### src/rtl/code_conv_pkg.sv
// Shared definitions for the pipelined binary/Gray/BCD/Excess-3 converter.
// Mode encodings and digit-range constants used by the datapath.
package code_conv_pkg;

  localparam logic [1:0] MODE_B2G     = 2'b00;
  localparam logic [1:0] MODE_BCD2XS3 = 2'b01;
  localparam logic [1:0] MODE_G2B     = 2'b10;
  localparam logic [1:0] MODE_XS32BCD = 2'b11;

  localparam logic [3:0] XS3_OFFSET = 4'd3;
  localparam logic [3:0] BCD_MAX    = 4'd9;

  typedef struct packed {
    logic       valid;
    logic [1:0] mode;
  } stage_ctl_t;

  function automatic logic is_digit_mode(
    input logic [1:0] mode
  );
    return mode[0];
  endfunction

endpackage

### src/rtl/xs3_digit.sv
// Single-nibble BCD <-> Excess-3 converter with digit range flag.
// Out-of-range digits still yield the modulo-16 result.
module xs3_digit
  import code_conv_pkg::*;
(
  input  logic [3:0] digit,
  input  logic       to_bcd,
  output logic [3:0] result,
  output logic       digit_err
);

  localparam logic [3:0] XS3_MAX = BCD_MAX + XS3_OFFSET;

  logic lo_bad;
  logic hi_bad;

  assign lo_bad = digit < XS3_OFFSET;
  assign hi_bad = digit > XS3_MAX;

  always_comb begin
    if (to_bcd) begin
      result    = digit - XS3_OFFSET;
      digit_err = lo_bad | hi_bad;
    end else begin
      result    = digit + XS3_OFFSET;
      digit_err = digit > BCD_MAX;
    end
  end

endmodule

### src/rtl/code_converter_pipe.sv
// Two-stage valid/ready code converter: binary/Gray and BCD/Excess-3
// with per-word invalid-digit flag and a saturating error counter.
module code_converter_pipe
  import code_conv_pkg::*;
#(
  parameter int WIDTH = 8,
  parameter int CNT_W = 8
) (
  input  logic             clk,
  input  logic             rst_n,
  input  logic             in_valid,
  output logic             in_ready,
  input  logic [WIDTH-1:0] in_data,
  input  logic [1:0]       in_mode,
  output logic             out_valid,
  input  logic             out_ready,
  output logic [WIDTH-1:0] out_data,
  output logic [1:0]       out_mode,
  output logic             out_err,
  output logic [CNT_W-1:0] err_cnt,
  input  logic             cnt_clr
);

  localparam int NDIG = WIDTH / 4;
  localparam logic [CNT_W-1:0] CNT_MAX = '1;

  if ((WIDTH % 4) != 0 || WIDTH < 4) begin : g_bad_width
    $error("WIDTH must be a non-zero multiple of 4");
  end

  logic             live;
  stage_ctl_t       s1;
  logic [WIDTH-1:0] s1_data;
  logic             s2_valid;
  logic             s2_adv;
  logic             in_fire;
  logic             out_fire;

  logic [WIDTH-1:0] gray_enc;
  logic [WIDTH-1:0] gray_dec;
  logic [WIDTH-1:0] xs3_word;
  logic [NDIG-1:0]  dig_err;
  logic [WIDTH-1:0] conv_data;
  logic             conv_err;
  logic             to_bcd;

  // stage 2 frees up when empty or when its word leaves this cycle
  assign s2_adv    = !s2_valid || out_ready;
  assign in_ready  = live && (!s1.valid || s2_adv);
  assign in_fire   = in_valid && in_ready;
  assign out_valid = s2_valid;
  assign out_fire  = s2_valid && out_ready;

  always_ff @(posedge clk or negedge rst_n) begin
    if (!rst_n) begin
      live <= 1'b0;
    end else begin
      live <= 1'b1;
    end
  end

  always_ff @(posedge clk or negedge rst_n) begin
    if (!rst_n) begin
      s1      <= '0;
      s1_data <= '0;
    end else if (in_fire) begin
      s1.valid <= 1'b1;
      s1.mode  <= in_mode;
      s1_data  <= in_data;
    end else if (s2_adv) begin
      s1.valid <= 1'b0;
    end
  end

  assign gray_enc = s1_data ^ (s1_data >> 1);

  always_comb begin : g2b
    logic acc;
    acc      = 1'b0;
    gray_dec = '0;
    for (int i = WIDTH - 1; i >= 0; i--) begin
      acc         = acc ^ s1_data[i];
      gray_dec[i] = acc;
    end
  end

  assign to_bcd = s1.mode == MODE_XS32BCD;

  for (genvar k = 0; k < NDIG; k++) begin : g_dig
    xs3_digit u_dig (
      .digit     (s1_data[4*k +: 4]),
      .to_bcd    (to_bcd),
      .result    (xs3_word[4*k +: 4]),
      .digit_err (dig_err[k])
    );
  end

  always_comb begin
    conv_data = gray_enc;
    conv_err  = 1'b0;
    unique case (s1.mode)
      MODE_B2G: conv_data = gray_enc;
      MODE_G2B: conv_data = gray_dec;
      MODE_BCD2XS3,
      MODE_XS32BCD: begin
        conv_data = xs3_word;
        conv_err  = is_digit_mode(s1.mode) && (|dig_err);
      end
    endcase
  end

  always_ff @(posedge clk or negedge rst_n) begin
    if (!rst_n) begin
      s2_valid <= 1'b0;
      out_data <= '0;
      out_mode <= '0;
      out_err  <= 1'b0;
    end else if (s2_adv) begin
      s2_valid <= s1.valid;
      if (s1.valid) begin
        out_data <= conv_data;
        out_mode <= s1.mode;
        out_err  <= conv_err;
      end
    end
  end

  // clear wins over a same-cycle increment
  always_ff @(posedge clk or negedge rst_n) begin
    if (!rst_n) begin
      err_cnt <= '0;
    end else if (cnt_clr) begin
      err_cnt <= '0;
    end else if (out_fire && out_err && err_cnt != CNT_MAX) begin
      err_cnt <= err_cnt + 1'b1;
    end
  end

endmodule
### config.mk
export PLATFORM = sky130hd
export DESIGN_NAME = code_converter_pipe
export DESIGN_NICKNAME = d
export VERILOG_FILES = /design/src/rtl/code_conv_pkg.sv /design/src/rtl/xs3_digit.sv /design/src/rtl/code_converter_pipe.sv
export SDC_FILE = /design/constraint.sdc
export NUM_CORES = 1
export LEC_CHECK = 0
export ABC_AREA = 1
export BUFFER_PORTS_ARGS = -buffer_cell sky130_fd_sc_hd__buf_4
export CAP_MARGIN = 20
export CORE_ASPECT_RATIO = 1.75
export CORE_UTILIZATION = 40
export DETAILED_ROUTE_END_ITERATION = 12
export SYNTH_ARGS = -nofsm -noshare
export SYNTH_HDL_FRONTEND = slang
export SYNTH_SLANG_ARGS = --single-unit
### constraint.sdc
create_clock -name clk -period 2.01 [get_ports clk]
set_clock_uncertainty 0.1 [all_clocks]
set_input_delay 0.3015 -clock clk [delete_from_list [all_inputs] [get_ports clk]]
set_output_delay 0.3015 -clock clk [all_outputs]
set_load 0.005 [all_outputs]
Word level (Yosys, flattened, before mapping)
Cells that the tools add are included.
{"block": "classes", "bitwise": 10, "n_lt_le_gt_ge": 6, "addsub": 5, "muxes": 10, "reduce_logical": 16, "eq_ne": 4}
{"cell": "one-hot mux 8 bit (3 select lines)", "n": 1}
{"cell": "greater-than comparator 4 bit (second input constant)", "n": 4}
{"cell": "2-to-1 mux 8 bit", "n": 2}
{"cell": "adder 4 x 2 -> 4 bit (second input constant)", "n": 2}
{"cell": "adder 8 x 1 -> 8 bit (second input constant)", "n": 1}
{"cell": "less-than comparator 4 x 2 -> 1 bit (second input constant)", "n": 2}
{"cell": "2-to-1 mux 4 bit", "n": 2}
{"cell": "!= test 8 bit (second input constant)", "n": 1}
{"cell": "subtractor 4 x 2 -> 4 bit (second input constant)", "n": 2}
{"cell": "XOR 8 x 7 -> 8 bit", "n": 1}
{"cell": "XOR 1 bit", "n": 7}
{"cell": "logical AND 1 bit", "n": 6}
{"cell": "2-to-1 mux 1 bit", "n": 5}
{"cell": "== test 2 bit (second input constant)", "n": 2}
{"cell": "nonzero test 2 bit", "n": 2}
{"cell": "OR reduction 2 bit", "n": 2}
{"cell": "== test 2 x 1 -> 1 bit (second input constant)", "n": 1}
{"cell": "zero test 1 bit", "n": 2}
{"cell": "zero test 2 bit", "n": 1}
{"cell": "logical OR 1 bit", "n": 2}
{"cell": "OR 1 bit", "n": 2}
{"cell": "AND reduction 2 bit", "n": 1}
{"block": "word_totals", "reg_bits": 32, "out_inout_bits": 21}

Depth between registers and ports, before layout
Gate-level depths: netlist (run 1).
{"block": "logic_depth", "word_depth": 8, "ltp_mapped": 15, "mapped_depth_nobuf": 15}

Modules after synthesis
Synthesis (run 1) repeated with hierarchy kept, for this count alone.
{"block": "hier_totals", "hier_cells": 258, "area_unflattened_um2": 2028.2}
{"mod": "code_converter_pipe", "area_each_um2": 1650.3, "instances": 1, "seq_area_each_um2": 800.8, "cells_per_inst": 194}
{"mod": "xs3_digit", "area_each_um2": 188.9, "instances": 2, "seq_area_each_um2": 0.0, "cells_per_inst": 32}

Least setup slack after synthesis (run 1)
No wires, ideal clock.
{"block": "synth_timing", "path_type": "register to register", "from": "register s1_data[6]", "to": "register out_data[0]", "stages_incl_launch_ff": 15, "t_arrival_ns": 1.651, "period_less_slack_ns": 1.867, "slack_ns": 0.143, "required_time_ns": 1.794, "cell_sequence": "dfrtp_1 -> inv_1 -> ha_1 -> inv_1 -> nand2_1 -> nand2_1 -> nand2_4 -> nand3_2 -> nand3_2 -> nand2_1 -> nand3_1 -> nand2_1 -> nand2_1 -> nand2_1 -> nand2_1"}
{"block": "synth_via", "elab_chain_cells": 8}
{"item": "from (decl)", "line": "code_converter_pipe.sv:33", "source": "logic [WIDTH-1:0] s1_data;"}
{"item": "from (signal assigned)", "line": "code_converter_pipe.sv:69", "source": "s1_data <= in_data;"}
{"item": "XOR 1 bit (7 in series)", "line": "code_converter_pipe.sv:82", "source": "acc = acc ^ s1_data[i];"}
{"item": "one-hot mux 8 bit (3 select lines)", "line": "code_converter_pipe.sv:101", "source": "unique case (s1.mode)"}
{"item": "to (signal assigned)", "line": "code_converter_pipe.sv:121", "source": "out_data <= conv_data;"}
{"item": "to (decl)", "line": "code_converter_pipe.sv:17", "source": "output logic [WIDTH-1:0] out_data,"}
Every way passes these cells.
A chain may end at the register's enable or synchronous reset.

Worst setup path in the final report (run 1)
{"block": "layout_timing", "from": "register s1_data[7]", "to": "register out_data[0]"}
Same word-level chain as after synthesis.

==> results of run 1 <==
==> registers in the layout, indices dropped and copies added, names as in the netlist <==
name       flops
out_data       8
out_err        1
s1_data        8
live           1
out_mode       2
err_cnt        8
s1             3
out_valid      1
==> final cells by class <==
class,instances,area [µm²]
timing repair buffer,48,363
multi-input combinational,190,1150
sequential,32,801
inverter,33,124
clock inverter,2,35.0
fill,502,2370
tap,54,67.6
clock buffer,6,72.6
==> cell usage after synthesis (all sizes together) <==
cell type / n
a21oi: 27
a31oi: 6
a22oi: 1
o211ai: 2
o21ai: 14
nor2: 29
inv: 33
clkbuf: 3
xor2: 1
conb: 1
nor3: 3
nand2: 57
ha: 22
o21a: 1
o311ai: 1
o2111ai: 1
nand4: 1
buf: 2
or2: 1
nand3: 20
dfrtp: 32
a211oi: 2
==> cells in the final DEF (no fill, tap or decap), drive strengths merged <==
master,n
o2111ai,1
a22oi,1
or2,1
clkinv,1
o21ai,14
a21oi,27
o21a,1
inv,33
bufinv,1
nand4,1
nor2,29
a211oi,2
clkbuf,6
conb,1
dlygate4sd3,1
a31oi,6
nand2,57
dfrtp,32
ha,22
o311ai,1
o211ai,2
buf,47
xor2,1
nor3,3
nand3,20
==> layer usage <==
layer,global-route usage,part of all wire,vias up
met4,0.116,0.041,0
met3,0.0321,0.036,15
met5,0,0,-
met1,0.198,0.37,849
li1,-,-,952
met2,0.355,0.55,43
==> worst max-delay path, stage by stage (launching register included) <==
cell     delay (ns)
dfrtp_1        0.42
inv_2          0.09
ha_4           0.29
inv_2          0.04
nand2_1        0.06
nand2_2        0.09
nand2_4        0.11
nand2_4        0.06
nand2_2        0.06
nand3_2        0.07
nand2_2        0.07
nand3_2        0.05
nand2_1        0.06
nand2_1        0.04
nand2_1        0.06
nand2_1        0.04
==> power by group <==
| part | internal [mW] | switching, mW | leakage, nW | total, mW |
|---|---|---|---|---|
| Clock | 0.368 | 0.249 | 0.0552 | 0.616 |
| Combinational | 0.394 | 0.480 | 0.913 | 0.873 |
| Sequential | 0.767 | 0.0882 | 0.384 | 0.855 |
| Total | 1.53 | 0.817 | 1.35 | 2.34 |
==> worst paths after layout <==
check	from	endpoint	slack, ns	depth (start not counted)
worst max-delay path	s1_data[7]	out_data[0]	0.18	15
worst min-delay path	cnt_clr	err_cnt[3]	0.09	2
worst max register to register	s1_data[7]	out_data[0]	0.18	15
min in group asynchronous	rst_n	s1_data[0]	0.38	2
worst min register to register	out_data[7]	out_data[7]	0.39	2
max in group asynchronous	rst_n	out_data[1]	1.14	2
==> through the flow <==
step           cell area [µm²]  total power [mW]  setup WS, ns
2_1_floorplan             2060              1.36         0.143
3_3_place_gp              2450              1.69         0.146
3_5_place_dp              2450              1.70        0.0856
4_1_cts                   2560              2.33        0.0478
5_1_grt                   2610              2.53       0.00420
6_report                  2610              2.34         0.178
==> timing repair <==
action,4_1_cts,5_1_grt
endpoints found under the setup margin,0,3
hold buffers,1,0
buffers inserted,0,2
hold endpoints to repair,32,0
gates resized for setup,0,8
==> cells by family (layout without fill, tap and decap cells) <==
group | count (synthesis) | in the layout | share of synthesized area
xor gates and xnor gates | 1 | 1 | 0.00425
and+or+nand+nor | 111 | 111 | 0.254
other | 1 | 1 | 0.00182
buffers and inverters | 38 | 89 | 0.0704
DFF | 32 | 32 | 0.388
AOI/OAI and AO/OA | 55 | 55 | 0.148
adders and majority gates | 22 | 22 | 0.133
==> metrics.yaml, run 1 <==
synth:
  synthTopCellsByArea: "dfrtp_1 (39%), ha_1 (13%), nand2_1 (8.4%), a21oi_1 (6.6%), inv_1 (5.6%)"
  synth.top_cell.area_share: 0.388
  syn_area_um2: 2060
  synthDistinctLibCells: 28
  netlist_instances: 260
  ys_ff_latch: 32
  syn_avg_cell_area_um2: 7.93
  synth_nets: 297
  ys_warn_count: 0
  synth_top_cell_by_area: "dfrtp_1"
  yosysSeqAreaShare: 0.388
die:
  num_rows: 34
  core-area_um2: 4980
  start_util: 0.414
  die_x_um: 56.3
  dieArea_um2: 5460
  fp.dieH_um: 97.0
  ios: 36
detailed_routing:
  avgViaCountPerCell: 5.09
  wl_um: 4780
  drtIter0Drc: 39
  drc: 0
  vias: 1859
  post_drt_wl_per_cell_um: 13.1
  ant_nets: 0
  dr.pass1.iters: 4
cells_and_area:
  postLayoutCoreUtil: 0.524
  final_cells: 365
  layout.nets: 347
  layout-drive-gt1-share: 0.260
  diodes: 0
  area_delta_synth_final_pct: 26.5
placed_design:
  dpl.hpwl_um: 3680
  dp.cells: 354
  routabilityCongestion: 0.874
  port_buffers: 35
critical_path:
  worstSetupEndpointType: "flip-flop"
  critical_path.startpoint_type: "flip-flop"
  crit_arrival_ns: 1.91
  critPathKind: "flip-flop to flip-flop"
  crit_fanout: 4
  required_ns: 2.09
power:
  p_leak_nw: 1.35
  powerDensity_nw_per_um2: 899
  irDropWorstVdd_uv: 508
timing:
  finalSetupTns_ns: 0
  finalHoldViolations: 0
  drv_slew: 0
  finalSetupViolCount: 0
  fin_crit_ns: 1.83
  fin_crit_sh: 0.912
  rsz0062_at_grt: "no"
  fmax_ghz: 0.546
  hold_slack_ns: 0.0928
global_routing:
  grt_pass1_vias: 1817
  grt_usage: 0.194
  antenna_found_initial: 0
  grt_pass1_wl_um: 8180
  grt.overflow.total: 0
  grt_max_degree: 33
run_status:
  outcome: "completed"
clock_network:
  cts-root-buf: "clkbuf_8"
  clk_latency_ns: 0.29
  cts_sinks: 32
  cts_tree: "yes"
  cts_max_level: 2
  cts_buffers: 5
  path_clk_slew_ns: 0.07
  ctsLongestPathBuffers: 2
run:
  cap_violations: 0
min_path:
  min_path_type: "primary input to flip-flop"
(Power assumes the default switching activity.)
==> inputs of run 2 (changes only) <==
Settings changed: BUFFER_PORTS_ARGS -buffer_cell sky130_fd_sc_hd__buf_4 to unset, DONT_BUFFER_PORTS set to 1.
Clock period 2.01 ns to 2 ns, I/O delays scaled along.
==> run 2 against run 1 <==
Compared with the run above:
- critical path type unchanged
- power is 6.5% lower
- clock power is 2% lower
- die area stayed put
- global-route usage is 0.55 points lower
- largest cell class unchanged
- first-iteration DRC count is 41% higher
- sequential power is 3.0% higher
==> metrics.yaml, run 2 (synthesis results as in run 1) <==
min_path:
  hold_path_depth: 2  # unchanged
  hold_end: "s1_data[4]"
  min_path_type: "primary input to flip-flop"
  worstHoldStart: "in_data[4]"
critical_path:
  worstSetupEndpointType: "flip-flop"
  slowest_delay_ns: 0.40  # -0.02 ns
  crit_fanout: 8  # +4
  required_ns: 2.07  # -0.02 ns
  r2r-end: "err_cnt[7]"
  crit_arrival_ns: 1.92  # about the same
  cpMaxStageDelayCell: "dfrtp_1"
  crit_chain: "ha_1 > nand3_1 > nor2_2 > nand3_1 > nand2_1 > nand2_2 > nand2_2 > nor2_2 > nand4_1 > nand2_1 > nor2_1"
  r2r_start: "err_cnt[0]"
  rr_worst_depth: 11  # -4
  critPathKind: "flip-flop to flip-flop"
  critical_path.startpoint_type: "flip-flop"
  r2r_slack_ns: 0.15  # -0.03 ns
global_routing:
  grt_usage: 0.188  # -0.00553
  antenna_found_initial: 0  # unchanged
  grt_pass1_vias: 1758  # -3.2%
  grt.overflow.total: 0  # unchanged
  grt_pass1_wl_um: 8180  # about the same
  grt_max_degree: 33  # unchanged
detailed_routing:
  avgViaCountPerCell: 5.24  # +2.9%
  vias: 1745  # -6.1%
  drc: 0  # unchanged
  drtIter0Drc: 55  # +41%
  ant_nets: 0  # unchanged
  wl_um: 4800  # +0.48%
  dr.pass1.iters: 4  # unchanged
  post_drt_wl_per_cell_um: 14.4  # +10%
die:
  core-area_um2: 4980  # unchanged
  start_util: 0.414  # unchanged
  die_x_um: 56.3  # unchanged
  dieArea_um2: 5460  # unchanged
  ios: 36  # unchanged
  num_rows: 34  # unchanged
  fp.dieH_um: 97.0  # unchanged
timing:
  fmax_ghz: 0.541  # -0.95%
  finalHoldViolations: 0  # unchanged
  finalSetupViolCount: 0  # unchanged
  fin_crit_ns: 1.85  # +0.0176 ns
  rsz0062_at_grt: "no"
  fin_crit_sh: 0.925  # +0.0133
  finalSetupTns_ns: 0  # unchanged
  drv_slew: 0  # unchanged
  worst_slack_ns: 0.150  # -0.0276 ns
cells_and_area:
  layout.nets: 315  # -9.2%
  diodes: 0  # unchanged
  fillers: 510  # +1.6%
  final_common_cell: "nand2_1"
  area_delta_synth_final_pct: 14.9
  postLayoutCoreUtil: 0.476  # -0.0483
  layout-drive-gt1-share: 0.154  # -0.106
  mostFrequentLayoutCells: "nand2_1 (45), dfrtp_1 (32), inv_1 (31), nor2_1 (27), a21oi_1 (27)"
  top_regs: "err_cnt: 8 flops, out_data: 8 flops, s1_data: 8 flops"
clock_network:
  cts-root-buf: "clkbuf_8"
  cts_max_level: 2  # unchanged
  cts_tree: "yes"
  cts_buffers: 5  # unchanged
  path_clk_slew_ns: 0.07  # about the same
  clk_latency_ns: 0.28  # about the same
  ctsLongestPathBuffers: 2  # unchanged
  cts_sinks: 32  # unchanged
placed_design:
  routabilityCongestion: 0.879  # +0.50%
  place_ws_ns: 0.0526  # -0.0330 ns
  port_buffers: 0  # -100%
  dpl.hpwl_um: 3660  # -0.39%
power:
  p_leak_nw: 1.20  # -11%
  powerDensity_nw_per_um2: 925  # +2.9%
  irDropWorstVdd_uv: 574  # +13%
run:
  cap_violations: 0  # unchanged
run_status:
  outcome: "completed"
==> run 2: cell types whose count changed in the layout (fill, tap and decap cells not counted) <==
cell           delta
buf_4            -34
nor2_4            -1
buf_12            +1
nand2_2           -2
inv_1             +2
dlygate4sd3_1     +1
nand2_1           +2
nand3_2           -1
nor2_2            +1
inv_2             -2
nand3_1           +1
==> run 2: per-stage QoR <==
stage | power, mW | hold slack (ns) | cells | cell area (µm²)
after CTS | 2.20 | 0.0653 | 331 | 2340
after detailed placement | 1.55 | -0.0946 | 320 | 2190
after global routing | 2.36 | 0.0730 | 333 | 2370
after global placement | 1.54 | -0.0948 | 320 | 2190
after floorplan | 1.36 | -0.0956 | 260 | 2060
final | 2.19 | 0.0741 | 333 | 2370
==> run 2: final cells by class <==
cell class	instances	area (µm²)	area share
sequential	32	801	0.338
inverter	33	124	0.0523
timing repair buffer	16	138	0.0581
tap	54	67.6	0.0285
clock buffer	6	72.6	0.0306
clock inverter	2	35.0	0.0148
multi-input combinational	190	1130	0.478
==> run 2: layer usage <==
metal / vias to the layer above / part of all wire / track usage
met5: - / 0 / 0
met3: 7 / 0.037 / 0.0388
li1: 886 / - / -
met1: 814 / 0.37 / 0.198
met2: 38 / 0.57 / 0.356
met4: 0 / 0.017 / 0.0675
==> run 2: how the worst max path moves through the flow <==
stage,slack (ns),cells after the start,from,to
finish,0.15,11,err_cnt[0],err_cnt[7]
global route,0.002,11,err_cnt[0],err_cnt[7]
CTS,0.01,15,s1_data[7],out_data[0]
detailed placement,0.05,15,s1_data[7],out_data[0]
global placement,0.14,14,s1_data[7],out_data[0]
floorplan,0.13,14,s1_data[6],out_data[0]
==> run 2: power breakdown <==
| group | internal [mW] | switching [mW] | leakage, nW |
|---|---|---|---|
| logic | 0.271 | 0.434 | 0.760 |
| registers | 0.771 | 0.110 | 0.384 |
| clock network | 0.369 | 0.236 | 0.0552 |
==> run 2: worst max-delay path: cells and delay by family, from the launching register on <==
kind          cells  cell delay [ns]
simple gates     10             1.02
flops             1             0.40
fa+ha+maj         1             0.23
==> run 2: repair_timing <==
item                                    CTS  global route
endpoints found under the hold margin    34             0
endpoints found under the setup margin    0             3
hold buffers                              3             0
buffers inserted                          0             2
resized for setup                         0             2
